--- src/rtl/camera_capture_window.sv ---
`default_nettype none
// ============================================================================
// camera_capture_window : DVP byte capture with crop, decimation, tagged queue writes
// Revision: 1.0
// ============================================================================
module camera_capture_window #(
  parameter int unsigned BYTE_W          = 8,
  parameter int unsigned BYTES_PER_PIXEL = 2,
  parameter int unsigned CROP_X0         = 0,
  parameter int unsigned CROP_Y0         = 0,
  parameter int unsigned CROP_W          = 640,
  parameter int unsigned CROP_H          = 480,
  parameter int unsigned DECIM_LOG2      = 0,
  parameter int unsigned CNT_W           = 11,
  localparam int unsigned PIX_W          = BYTES_PER_PIXEL * BYTE_W
) (
  input  logic              PixelClk,
  input  logic              nRST,
  input  logic              cam_vsync,
  input  logic              cam_href,
  input  logic [BYTE_W-1:0] p_data,
  input  logic              init_done,
  input  logic              byte_swap,
  input  logic              queue_full,
  output logic              queue_clk,
  output logic [PIX_W+1:0]  queue_data,
  output logic              queue_wr_en,
  output logic [15:0]       frame_count,
  output logic              overflow,
  output logic              frame_dropped
);

  localparam logic [2:0] S_WAIT_CAL    = 3'd0;
  localparam logic [2:0] S_WAIT_VS_HI  = 3'd1;
  localparam logic [2:0] S_WAIT_FS     = 3'd2;
  localparam logic [2:0] S_FRAME_MARK  = 3'd3;
  localparam logic [2:0] S_ROW         = 3'd4;
  localparam logic [2:0] S_DROP        = 3'd5;

  localparam logic [CNT_W-1:0] DEC_MASK = CNT_W'((1 << DECIM_LOG2) - 1);

  logic [2:0]        state_q, state_d;
  logic              swap_q, swap_d;
  logic              phase_q, phase_d;
  logic [BYTE_W-1:0] first_q, first_d;
  logic [CNT_W-1:0]  col_q, col_d;
  logic [CNT_W-1:0]  row_q, row_d;
  logic              href_q, href_d;
  logic              line_kept_q, line_kept_d;
  logic              pend_q, pend_d;
  logic [PIX_W+1:0]  pix_q, pix_d;
  logic              dropped_q, dropped_d;
  logic [15:0]       frame_count_q, frame_count_d;
  logic              overflow_q, overflow_d;
  logic              frame_dropped_q, frame_dropped_d;

  logic [PIX_W-1:0]  pixel_w;
  logic              last_byte_w;
  logic [CNT_W-1:0]  col_off_w, row_off_w;
  logic              keep_w, drop_w, capture_w, line_end_w, frame_end_w;

  generate
    if (BYTES_PER_PIXEL == 2) begin : g_two_byte
      assign pixel_w     = swap_q ? {p_data, first_q} : {first_q, p_data};
      assign last_byte_w = phase_q;
    end else begin : g_one_byte
      assign pixel_w     = p_data;
      assign last_byte_w = 1'b1;
    end
  endgenerate

  assign col_off_w = col_q - CNT_W'(CROP_X0);
  assign row_off_w = row_q - CNT_W'(CROP_Y0);
  assign keep_w = (32'(col_q) >= CROP_X0) && (32'(col_q) < CROP_X0 + CROP_W) &&
                  (32'(row_q) >= CROP_Y0) && (32'(row_q) < CROP_Y0 + CROP_H) &&
                  ((col_off_w & DEC_MASK) == '0) && ((row_off_w & DEC_MASK) == '0);

  // A completed pixel waits one cycle in pix_q; it is lost if the queue is full then.
  assign drop_w      = pend_q && queue_full;
  assign capture_w   = (state_q == S_ROW) && !cam_vsync && cam_href && !drop_w;
  assign line_end_w  = (state_q == S_ROW) && !cam_vsync && href_q && !cam_href;
  assign frame_end_w = ((state_q == S_ROW) || (state_q == S_DROP)) && cam_vsync;

  always_ff @(posedge PixelClk or negedge nRST) begin
    if (!nRST) begin
      state_q <= S_WAIT_CAL;
    end else begin
      state_q <= state_d;
    end
  end

  always_comb begin
    state_d = state_q;
    case (state_q)
      S_WAIT_CAL:   if (init_done) state_d = S_WAIT_VS_HI;
      S_WAIT_VS_HI: if (cam_vsync) state_d = S_WAIT_FS;
      S_WAIT_FS:    if (!cam_vsync) state_d = S_FRAME_MARK;
      S_FRAME_MARK: begin
        if (cam_vsync)        state_d = S_WAIT_FS;
        else if (!queue_full) state_d = S_ROW;
      end
      S_ROW: begin
        if (cam_vsync)   state_d = S_WAIT_FS;
        else if (drop_w) state_d = S_DROP;
      end
      S_DROP:       if (cam_vsync) state_d = S_WAIT_FS;
      default:      state_d = S_WAIT_CAL;
    endcase
  end

  always_comb begin
    queue_data  = pix_q;
    queue_wr_en = pend_q && !queue_full;
    if (state_q == S_FRAME_MARK) begin
      queue_data  = {1'b1, 1'b0, {PIX_W{1'b0}}};
      queue_wr_en = !cam_vsync && !queue_full;
    end
  end

  always_comb begin
    swap_d          = swap_q;
    phase_d         = phase_q;
    first_d         = first_q;
    col_d           = col_q;
    row_d           = row_q;
    href_d          = cam_href && (state_q == S_ROW);
    line_kept_d     = line_kept_q;
    pend_d          = 1'b0;
    pix_d           = pix_q;
    dropped_d       = dropped_q;
    frame_count_d   = frame_count_q;
    overflow_d      = overflow_q || drop_w;
    frame_dropped_d = 1'b0;

    if ((state_q == S_WAIT_FS) && !cam_vsync) begin
      swap_d      = byte_swap;
      phase_d     = 1'b0;
      col_d       = '0;
      row_d       = '0;
      line_kept_d = 1'b0;
      dropped_d   = 1'b0;
    end

    if (capture_w) begin
      if (last_byte_w) begin
        phase_d = 1'b0;
        col_d   = (col_q == '1) ? col_q : col_q + 1'b1;
        if (keep_w) begin
          pend_d      = 1'b1;
          pix_d       = {1'b0, !line_kept_q, pixel_w};
          line_kept_d = 1'b1;
        end
      end else begin
        phase_d = 1'b1;
        first_d = p_data;
      end
    end else if (line_end_w) begin
      row_d       = (row_q == '1) ? row_q : row_q + 1'b1;
      col_d       = '0;
      phase_d     = 1'b0;
      line_kept_d = 1'b0;
    end

    if (frame_end_w) begin
      if (dropped_q || drop_w) frame_dropped_d = 1'b1;
      else                     frame_count_d   = frame_count_q + 16'd1;
      dropped_d = 1'b0;
    end else if (drop_w) begin
      dropped_d = 1'b1;
    end
  end

  always_ff @(posedge PixelClk or negedge nRST) begin
    if (!nRST) begin
      swap_q          <= 1'b0;
      phase_q         <= 1'b0;
      first_q         <= '0;
      col_q           <= '0;
      row_q           <= '0;
      href_q          <= 1'b0;
      line_kept_q     <= 1'b0;
      pend_q          <= 1'b0;
      pix_q           <= '0;
      dropped_q       <= 1'b0;
      frame_count_q   <= '0;
      overflow_q      <= 1'b0;
      frame_dropped_q <= 1'b0;
    end else begin
      swap_q          <= swap_d;
      phase_q         <= phase_d;
      first_q         <= first_d;
      col_q           <= col_d;
      row_q           <= row_d;
      href_q          <= href_d;
      line_kept_q     <= line_kept_d;
      pend_q          <= pend_d;
      pix_q           <= pix_d;
      dropped_q       <= dropped_d;
      frame_count_q   <= frame_count_d;
      overflow_q      <= overflow_d;
      frame_dropped_q <= frame_dropped_d;
    end
  end

  assign queue_clk     = PixelClk;
  assign frame_count   = frame_count_q;
  assign overflow      = overflow_q;
  assign frame_dropped = frame_dropped_q;

endmodule
`default_nettype wire

--- config.mk ---
export PLATFORM = sky130hd
export DESIGN_NAME = camera_capture_window
export DESIGN_NICKNAME = d
export VERILOG_FILES = /design/src/rtl/camera_capture_window.sv
export SDC_FILE = /design/constraint.sdc
export NUM_CORES = 1
export LEC_CHECK = 0
export ABC_AREA = 0
export CAP_MARGIN = 10
export CORE_UTILIZATION = 54
export CTS_CLUSTER_SIZE = 24
export DETAILED_ROUTE_END_ITERATION = 10
export MAX_ROUTING_LAYER = met4
export PLACE_DENSITY = 0.89
export SLEW_MARGIN = 20
export SYNTH_ARGS = -nofsm -noshare
export SYNTH_HDL_FRONTEND = slang
export SYNTH_SLANG_ARGS = --single-unit
export TNS_END_PERCENT = 10
--- constraint.sdc ---
create_clock -name PixelClk -period 2.2 [get_ports PixelClk]
set_input_delay 0.44 -clock PixelClk [delete_from_list [all_inputs] [get_ports PixelClk]]
set_output_delay 0.44 -clock PixelClk [all_outputs]
set_load 0.01 [all_outputs]
[Yosys cells after proc, flatten, opt, wreduce, memory -nomap -nowiden]
Index checks and enable logic that the tools add are counted.
Storage, ports and cells
  output and inout port bits: 38
  input port bits: 15
  register bits after elaboration: 74
  logic and storage cells: 99
Operators by class
  reductions and logical operators: 28
  magnitude comparators: 2
  add/subtract/negate cells: 3
  multiplexer cells: 36
  bitwise gates (word level): 2
  eq/ne operators: 14
Operators with widths (number)
  $mux 11: 9
  $add 11x1->11 const B: 2
  $eq 11x11->1 const B: 2
  $mux 3: 7
  $mux 18: 1
  $mux 1: 17
  $add 16x1->16 const B: 1
  $mux 16: 1
  $pmux 3 s5: 1
  $logic_and 1x1->1: 12
  $ne 3x3->1 const B: 4
  $lt 11x10->1 const B: 1
  $lt 11x9->1 const B: 1
  $eq 3x2->1 const B: 2
  $eq 3x3->1 const B: 2
  $reduce_bool 3->1: 2
  $logic_not 1->1: 5
  $reduce_and 5->1: 1
  $ne 2x2->1 const B: 2
  $reduce_and 2->1: 2
  $eq 3x1->1 const B: 1
  $logic_not 3->1: 1
  $logic_or 1x1->1: 3
  $reduce_and 3->1: 1
  3 further kinds: 4

[Logic depth before layout (Yosys ltp)]
  depth after elaboration: 6
  depth in mapped cells: 7

==> impl_metrics.yaml <==
yosys:
  synth-seq-cells: 74
  synthFlopType: "dfrtp_1"
  synth_area_per_cell_um2: 10.15
  synth_fp_nets: 377
  synth_edf_count: 0
  async_flop_share_pct: 100.0
  synth_most_common_cell: "dfrtp_1"
  synth_area_leader_cell: "dfrtp_1"
  ys_warn_count: 0
  synth_area_leaders: "dfrtp_1, mux2i_1, xnor2_1, a21oi_1, nor2_1"
  syn_inst: 359
  synth.top_cell.area_share_pct: 50.82
  synth-seq-area-share_pct: 50.82
  synth.distinct_cells: 44
  ys_top_cells_by_count: "dfrtp_1, nor2_1, nand2_1, a21oi_1, nand3_1"
  syn_area_um2: 3643
timing:
  hold_slack_ns: 0.4331
  final_max_slew_viol_count: 0
  final.period_utilization_pct: 96.32
  hold_violations: 0
  tightest_slew_ns: 0.4148
  fmax_mhz: 471.9
  fin_skew_ns: 0.01034
  slew_headroom_pct: 71.97
  rsz0062_at_grt: "yes"
  period_minus_slack_ns: 2.119
  finalSetupViolCount: 0
drt:
  vias: 2984
  drt.antenna.violating_nets: 0
  wl_per_cell_um: 16.21
  drt_iter0_drc: 169
  first_pass_iters: 7
  via_per_inst: 5.684
  drc: 10
  wl_um: 8512
placed_design:
  dpl.hpwl_um: 5547
  dp_cells: 500
  gp_congestion: 0.8875
  io_buffers: 52
global_routing:
  overflow: 0
  grt_pass1_vias: 3085
  gr-usage-all-layers_pct: 27.04
  grt_max_degree: 60
  grt_pass1_wl_um: 14370
  antenna_found_initial: 0
final_layout:
  final_core_util_pct: 73.25
  antennaDiodeCount: 0
  final_cells: 525
  register_area_um2: 1853
  syn_to_final_growth_pct: 29.12
  fillers: 449
  multi_input_area_um2: 1722
  drive_gt1_share_pct: 18.53
  fin_nets: 461
power:
  p_leak_nw: 2.194
  ir_drop_v: 0.0008247
  p_per_area_nw_per_um2: 862.0
  p_total_w: 0.004056
worst_setup_path:
  slowest_stage: "dfrtp_1"
  cp.arrival_ns: 1.68
  critical_path_class: "reg -> out"
  critPathMaxFanout: 5
  path_buf_inv: 2
  end_kind: "output pin"
  required_ns: 1.76
  reg2reg_slack_ns: 0.17
  crit_chain: "nor2b_4 -> nand2_4 -> buf_6 -> and2_1 -> dlygate4sd2_1"
  path_delay_family: "buffers and inverters"
  startpoint_type: "register"
  crit_path_max_incr_delay_ns: 0.42
flow_run:
  cap_violations: 0
run_status:
  status: "complete, but fails checks"
  failed_checks: "DRC"
die:
  fp.coreArea_um2: 6422
  num_io_pins: 53
  die_h_um: 84.14
  num_rows: 29
  die_w_um: 84.14
  initial_core_util_pct: 56.73
  die-area_um2: 7080
min_path:
  hp-class: "in -> async"
clocking:
  cts_tree: "done"
  path_clk_slew_ns: 0.09
  clk_latency_ns: 0.46
area by class of cell:
cell class              instances  share of cell area [%]
flip-flops and latches         74                   39.39
well taps                      77                   2.048
inverters                       2                  0.1596
repair buffers                 85                   16.12
clock buffers                  14                   4.096
multi-input cells             267                   36.60
clock inverters                 6                   1.596
cell families (layout without fill, tap and decap cells):
logic type	count (synthesis)	count (layout)	synth area share (%)
flip-flops	74	74	50.82
XOR/XNOR	26	26	6.250
AO/OA/AOI/OAI	48	48	7.005
AND/OR/NAND/NOR	163	163	24.52
buffers and inverters	18	107	2.576
multiplexers	27	27	7.795
adder cells (fa/ha/maj)	3	3	1.030
worst register-to-register path, delay by kind of cell, from the launching register on:
kind                   cells  cell delay [ns]
AND/OR/NAND/NOR            4             0.95
buffers and inverters      2             0.28
flip-flops                 1             0.39
multiplexers               1             0.35
stage by stage:
step	area [µm²]	setup TNS (ns)	worst slack (ns)
2_1_floorplan	3643	0	0.2770
3_3_place_gp	4410	-1.583	-0.1012
3_5_place_dp	4410	-4.049	-0.1635
4_1_cts	4695	0	0.005861
5_1_grt	4705	-0.01291	-0.008998
6_report	4705	0	0.08088
final timing paths:
kind / startpoint / endpoint / cells after the start
worst min register to register: line_kept_q / pix_q[16] / 1
max in group asynchronous: nRST / state_q[0] / 3
min in group PixelClk: line_kept_q / pix_q[16] / 1
worst max register to register: state_q[1] / col_q[9] / 7
worst min-delay path: nRST / pix_q[4] / 2
worst max-delay path: state_q[2] / queue_data[9] / 5
power by group:
group	switching, W	internal, W	total (W)
clock network	0.000594	0.000724	0.00132
registers	0.000162	0.00152	0.00169
logic	0.000519	0.000533	0.00105
flip-flops by register name, indices dropped and copies added (netlist names), 3 cells and up:
name	count
pix_q	17
row_q	11
first_q	8
col_q	11
frame_count	16
state_q	3
layer usage:
metal,GRT usage [%],up-vias,wire length [µm]
met5,-,-,0
met1,32.21,1460,3569
li1,-,1416,-
met3,7.473,22,434
met4,13.01,0,206
met2,42.70,86,4302
timing repair:
action / in CTS / in global routing
hold endpoints to repair: 15 / 0
pin swaps: 0 / 1
resized for setup: 46 / 5
hold buffers: 1 / 0
endpoints found under the setup margin: 20 / 8
cloned: 2 / 0
setup buffers: 2 / 1
cells in the final DEF (no fill, tap or decap), drive strengths merged, types with 11 or more instances in the layout:
master / Yosys / final
nand2: 31 / 31
mux2i: 16 / 16
a21oi: 27 / 27
nand3: 22 / 22
and2: 21 / 21
nor2: 37 / 37
xnor2: 17 / 17
o21ai: 15 / 15
clkbuf: 8 / 14
mux2: 11 / 11
dfrtp: 74 / 74
dlygate4sd2: 0 / 12
clkdlybuf4s50: 0 / 31
buf: 8 / 40
Power figures use the tool's default switching activity.
